===== src/rtl/theta_phase_accumulator.sv =====
`default_nettype none
// ============================================================================
//  Module   : theta_phase_accumulator
//  Brief    : Per-step Q3.28 angle integrator with [-pi, pi) wrap and a cosine
//             stage start/done handshake guarded by a watchdog.
//  Revision : 1.0  initial release
// ============================================================================
module theta_phase_accumulator #(
    parameter int                    W        = 32,
    parameter logic signed [W-1:0]   PI_Q     = 32'sd843314857,
    parameter logic signed [W-1:0]   TWO_PI_Q = 32'sd1686629713,
    parameter int                    TIMEOUT  = 64
) (
    input  logic         clk,
    input  logic         rst,
    input  logic         step,
    input  logic         load,
    input  logic [W-1:0] theta_init,
    input  logic [W-1:0] omega_dt,
    input  logic         clr_err,
    input  logic         cos_done,
    output logic [W-1:0] theta,
    output logic         sta_cos,
    output logic         busy,
    output logic         done_sig,
    output logic         err_overrun,
    output logic         err_timeout
);

    localparam int c_CNT_W = $clog2(TIMEOUT);

    localparam logic [2:0] c_IDLE  = 3'd0;
    localparam logic [2:0] c_ACCUM = 3'd1;
    localparam logic [2:0] c_WRAP  = 3'd2;
    localparam logic [2:0] c_ISSUE = 3'd3;
    localparam logic [2:0] c_WAIT  = 3'd4;
    localparam logic [2:0] c_DONE  = 3'd5;

    localparam logic signed [W-1:0] c_PI_M1     = PI_Q - W'(1);
    localparam logic signed [W-1:0] c_NEG_PI    = -PI_Q;
    localparam logic signed [W-1:0] c_NEG_PI_M1 = -c_PI_M1;
    localparam logic signed [W:0]   c_PI_X      = {PI_Q[W-1], PI_Q};
    localparam logic signed [W:0]   c_NEG_PI_X  = -c_PI_X;
    localparam logic signed [W:0]   c_TWO_PI_X  = {TWO_PI_Q[W-1], TWO_PI_Q};

    logic [2:0]           r_state;
    logic [2:0]           w_state_next;
    logic                 w_timeout_hit;
    logic [c_CNT_W-1:0]   r_cnt;
    logic [c_CNT_W-1:0]   w_cnt_inc;
    logic signed [W-1:0]  r_theta;
    logic signed [W-1:0]  r_omega;
    logic signed [W:0]    r_sum;
    logic signed [W-1:0]  w_init_clamp;
    logic signed [W-1:0]  w_inc_clamp;
    logic signed [W:0]    w_wrapped;
    logic                 r_sta_cos;
    logic                 r_busy;
    logic                 r_done;
    logic                 r_err_overrun;
    logic                 r_err_timeout;

    assign w_cnt_inc = r_cnt + 1'b1;

    always_ff @(posedge clk) begin
        if (rst) begin
            r_state <= c_IDLE;
        end else begin
            r_state <= w_state_next;
        end
    end

    // cos_done is tested before the watchdog so a coincident handshake wins
    always_comb begin
        w_state_next  = r_state;
        w_timeout_hit = 1'b0;
        case (r_state)
            c_IDLE:  if (step && !load) w_state_next = c_ACCUM;
            c_ACCUM: w_state_next = c_WRAP;
            c_WRAP:  w_state_next = c_ISSUE;
            c_ISSUE: w_state_next = c_WAIT;
            c_WAIT: begin
                if (cos_done) begin
                    w_state_next = c_DONE;
                end else if (w_cnt_inc == c_CNT_W'(TIMEOUT - 1)) begin
                    w_state_next  = c_IDLE;
                    w_timeout_hit = 1'b1;
                end
            end
            c_DONE:  w_state_next = c_IDLE;
            default: w_state_next = c_IDLE;
        endcase
    end

    always_comb begin
        w_init_clamp = $signed(theta_init);
        if ($signed(theta_init) > c_PI_M1) begin
            w_init_clamp = c_PI_M1;
        end else if ($signed(theta_init) < c_NEG_PI) begin
            w_init_clamp = c_NEG_PI;
        end
    end

    // Increment is bounded below pi so a single 2*pi correction always suffices
    always_comb begin
        w_inc_clamp = r_omega;
        if (r_omega > c_PI_M1) begin
            w_inc_clamp = c_PI_M1;
        end else if (r_omega < c_NEG_PI_M1) begin
            w_inc_clamp = c_NEG_PI_M1;
        end
    end

    always_comb begin
        w_wrapped = r_sum;
        if (r_sum >= c_PI_X) begin
            w_wrapped = r_sum - c_TWO_PI_X;
        end else if (r_sum < c_NEG_PI_X) begin
            w_wrapped = r_sum + c_TWO_PI_X;
        end
    end

    always_ff @(posedge clk) begin
        if (rst) begin
            r_theta       <= '0;
            r_omega       <= '0;
            r_sum         <= '0;
            r_cnt         <= '0;
            r_sta_cos     <= 1'b0;
            r_busy        <= 1'b0;
            r_done        <= 1'b0;
            r_err_overrun <= 1'b0;
            r_err_timeout <= 1'b0;
        end else begin
            r_sta_cos <= (w_state_next == c_ISSUE);
            r_done    <= (w_state_next == c_DONE);
            r_busy    <= (w_state_next != c_IDLE);

            if (r_state == c_IDLE) begin
                if (load) begin
                    r_theta <= w_init_clamp;
                end else if (step) begin
                    r_omega <= $signed(omega_dt);
                end
            end

            if (r_state == c_ACCUM) begin
                r_sum <= {r_theta[W-1], r_theta} + {w_inc_clamp[W-1], w_inc_clamp};
            end

            if (r_state == c_WRAP) begin
                r_theta <= w_wrapped[W-1:0];
            end

            if (r_state == c_ISSUE) begin
                r_cnt <= '0;
            end else if (r_state == c_WAIT) begin
                r_cnt <= w_cnt_inc;
            end

            r_err_overrun <= (r_err_overrun & ~clr_err) | (step & (r_state != c_IDLE));
            r_err_timeout <= (r_err_timeout & ~clr_err) | w_timeout_hit;
        end
    end

    assign theta       = r_theta;
    assign sta_cos     = r_sta_cos;
    assign busy        = r_busy;
    assign done_sig    = r_done;
    assign err_overrun = r_err_overrun;
    assign err_timeout = r_err_timeout;

endmodule
`default_nettype wire


===== config.mk =====
export PLATFORM = sky130hd
export DESIGN_NAME = theta_phase_accumulator
export DESIGN_NICKNAME = d
export VERILOG_FILES = /design/src/rtl/theta_phase_accumulator.sv
export SDC_FILE = /design/constraint.sdc
export NUM_CORES = 1
export LEC_CHECK = 0
export CORE_MARGIN = 3
export CORE_UTILIZATION = 55
export CTS_CLUSTER_DIAMETER = 60
export DETAILED_ROUTE_END_ITERATION = 8
export MAX_ROUTING_LAYER = met4
export PLACE_DENSITY = 0.79
export SETUP_SLACK_MARGIN = 0.4
export SLEW_MARGIN = 10
export SYNTH_ARGS = -nofsm -noshare
export SYNTH_HDL_FRONTEND = slang
export SYNTH_SLANG_ARGS = --single-unit

===== constraint.sdc =====
create_clock -name clk -period 8.8 [get_ports clk]
set_clock_uncertainty 0.05 [all_clocks]
set_input_delay 1.76 -clock clk [delete_from_list [all_inputs] [get_ports clk]]
set_output_delay 1.76 -clock clk [all_outputs]
set_load 0.05 [all_outputs]

==> results.sh <==
export IMPL_outcome="completed"
export IMPL_reg2reg_slack_ns=3.22
export IMPL_vias=9074
export IMPL_cts_hold_buffers=0
export IMPL_dpl_cell_area_mm2=0.00947
export IMPL_grt_pass1_wl_um=43600
export IMPL_port_buffers=106
export IMPL_drt_initial_drc_count=1152
export IMPL_ios=107
export IMPL_ys_ff_latch=111
export IMPL_wl_met1_um=12200
export IMPL_hp_class="reg2reg"
export IMPL_hold_viol=0
export IMPL_start_kind="flop"
export IMPL_yosys_warnings=0
export IMPL_synth_edff_count=0
export IMPL_clk_pin_slew_worst_paths_ns=0.07
export IMPL_report_final_slew_viol_count=0
export IMPL_start_util_pct=57.2
export IMPL_crit_fanout=31
export IMPL_ys_types=80
export IMPL_routed_wl_um=27900
export IMPL_cts_resized=0
export IMPL_h_tree_depth=3
export IMPL_powerDensity_mw_per_mm2=177
export IMPL_antenna_found_initial=0
export IMPL_cts_tree="done"
export IMPL_synthFlopType="dfxtp_1"
export IMPL_grt_ovfl_total=0
export IMPL_irDropWorstVdd_mv=0.126
export IMPL_synth_xor_area_share_pct=5.58
export IMPL_synth_adder_area_share_pct=6.14
export IMPL_setup_tns_ns=0
export IMPL_die_w_um=130
export IMPL_syn_num_nets=1275
export IMPL_cp_end_kind="flop"
export IMPL_yosys_top_cells_area="dfxtp_1 26%, a21oi_1 7.9%, nand2_1 7.4%"
export IMPL_maxCapViolCount=0
export IMPL_cts_root_buf="clkbuf_16"
export IMPL_dr_wl_met3_um=2750
export IMPL_yosysSeqAreaShare_pct=26.2
export IMPL_nNetsFinal=1310
export IMPL_yosys_area_top_type="dfxtp_1"
export IMPL_dieArea_mm2=0.0169
export IMPL_synth_area_mux_share_pct=0.369
export IMPL_drive_gt1_share_pct=3.82
export IMPL_cp_arrival_ns=5.78
export IMPL_p_leak_uw=0.00364
export IMPL_maxSlewHeadroom_pct=26.7
export IMPL_final_cell_area_mm2=0.00978
export IMPL_diodes=0
export IMPL_synthCells=1164
export IMPL_drc=0
export IMPL_max_freq_ghz=0.179
export IMPL_core_area_mm2=0.0148
export IMPL_worstMarginPinSlew_ns=1.10
export IMPL_setup_violations=0
export IMPL_routedWlPerCell_um=20.1
export IMPL_post_synth_cell_area_avg_um2=7.28
export IMPL_whs_ns=0.414
export IMPL_post_cts_buffers=0
export IMPL_via_per_inst=6.54
export IMPL_cts_buffer_depth=2
export IMPL_top_layer="met4"
export IMPL_grt_setup_unrepaired="false"
export IMPL_insertion_delay_ns=0.36
export IMPL_wl_met2_um=12200
export IMPL_dieHeight_um=130
export IMPL_synthSimpleGateAreaFrac_pct=24.4
export IMPL_placementRows=44
export IMPL_dr_pass1_iters=6
export IMPL_period_minus_slack_ns=5.58
export IMPL_path_class="reg2reg"
export IMPL_synth_top_family_by_area="compound AO/OA/AOI/OAI gates"
export IMPL_grt_max_degree=55
export IMPL_final_cell_mix="167 x nand2_1, 133 x a21oi_1, 111 x dfxtp_1, 105 x clkdlybuf4s50_1, 70 x o21ai_0"
export IMPL_synth_compound_gate_area_share_pct=31.2
export IMPL_period_share_pct=63.4
export IMPL_synth_cell_area_mm2=0.00848
export IMPL_fin_util_pct=66.0
export IMPL_place_hpwl_um=20800
export IMPL_clock_sinks=111
export IMPL_final_common_cell="nand2_1"
export IMPL_syn_to_final_growth_pct=15.4
export IMPL_gr_usage_all_layers_pct=33.7
export IMPL_postRouteAntennaNets=0
export IMPL_worstPathRequired_ns=9.00
export IMPL_numCtsBuffers=9
export IMPL_synthArstFlopShare_pct=0
export IMPL_gpl_final_weighted_congestion=1.04
export IMPL_first_global_vias=8122
export IMPL_yosysTopAreaCellShare_pct=26.2
per-stage QoR:
step                      worst slack (ns)  std cells  total power [µW]
after floorplan                       4.08       1164              1080
after global placement                3.52       1372              1290
after detailed placement              3.36       1372              1300
after CTS                             3.34       1388              1720
after global routing                  2.88       1388              1810
final                                 3.22       1388              1730
kinds of logic after synthesis:
group                      count (synthesis)
AOI/OAI and AO/OA                        410
xor gates and xnor gates                  54
adders and majority gates                 41
buffers and inverters                    129
DFF                                      111
muxes                                      3
and+or+nand+nor                          416
area by class of cell:
class                           instances  area, µm²
Multi-Input combinational cell        924       5760
Fill cell                            1300       5030
Sequential cell                       111       2220
Timing Repair Buffer                  114       1120
Clock buffer                           11        253
Tap cell                              184        230
Inverter                               39        146
Clock inverter                          5       53.8
final timing paths:
| kind | startpoint | end | cells after the start |
|---|---|---|---|
| min reg2reg | r_omega[12]$_SDFFE_PP0P_ | r_omega[12]$_SDFFE_PP0P_ | 2 |
| max | r_omega[4]$_SDFFE_PP0P_ | r_sum[28]$_SDFFE_PP0P_ | 21 |
| min | r_omega[12]$_SDFFE_PP0P_ | r_omega[12]$_SDFFE_PP0P_ | 2 |
| max reg2reg | r_omega[4]$_SDFFE_PP0P_ | r_sum[28]$_SDFFE_PP0P_ | 21 |
per-layer routing:
metal / up-vias / GRT usage (%)
met5: - / -
met2: 490 / 49.9
met4: 0 / 10.5
met1: 4187 / 46.5
met3: 59 / 6.26
li1: 4338 / -
flip-flops by register name (all words and copies together), names as in the netlist:
name,cells
theta,32
busy,1
err_overrun,1
r_omega,32
err_timeout,1
r_cnt,6
done_sig,1
r_state,3
sta_cos,1
r_sum,33
cells in the mapped netlist (all sizes together) (23+ instances only):
cell type  number
a21oi         133
clkbuf         69
a31oi          23
nand2         167
o21ai          72
nor2           62
dfxtp         111
xor2           24
xnor2          30
nor3           26
inv            38
ha             40
nand3          31
critical path: stages (launching register included):
cell	delay, ns
dfxtp_1	0.35
a21o_1	0.18
a21oi_1	0.14
o211ai_1	0.13
a2111oi_0	0.48
o21ai_0	0.16
a31oi_1	0.19
nor2_1	0.05
o311ai_0	0.31
ha_1	0.18
buf_4	0.26
and3b_1	0.22
ha_1	0.21
fa_1	0.43
a41oi_1	0.22
o21ai_0	0.14
a211o_1	0.37
a221oi_1	0.49
a31oi_1	0.28
o31ai_1	0.33
mux2i_1	0.23
nand2_1	0.06
power by group:
group | switching [µW] | internal, µW | leakage, µW
registers | 83.3 | 550 | 0.000906
clock network | 188 | 236 | 0.000156
logic | 422 | 254 | 0.00258
total | 693 | 1040 | 0.00364
Note: power is estimated with default switching activity, not from simulation.
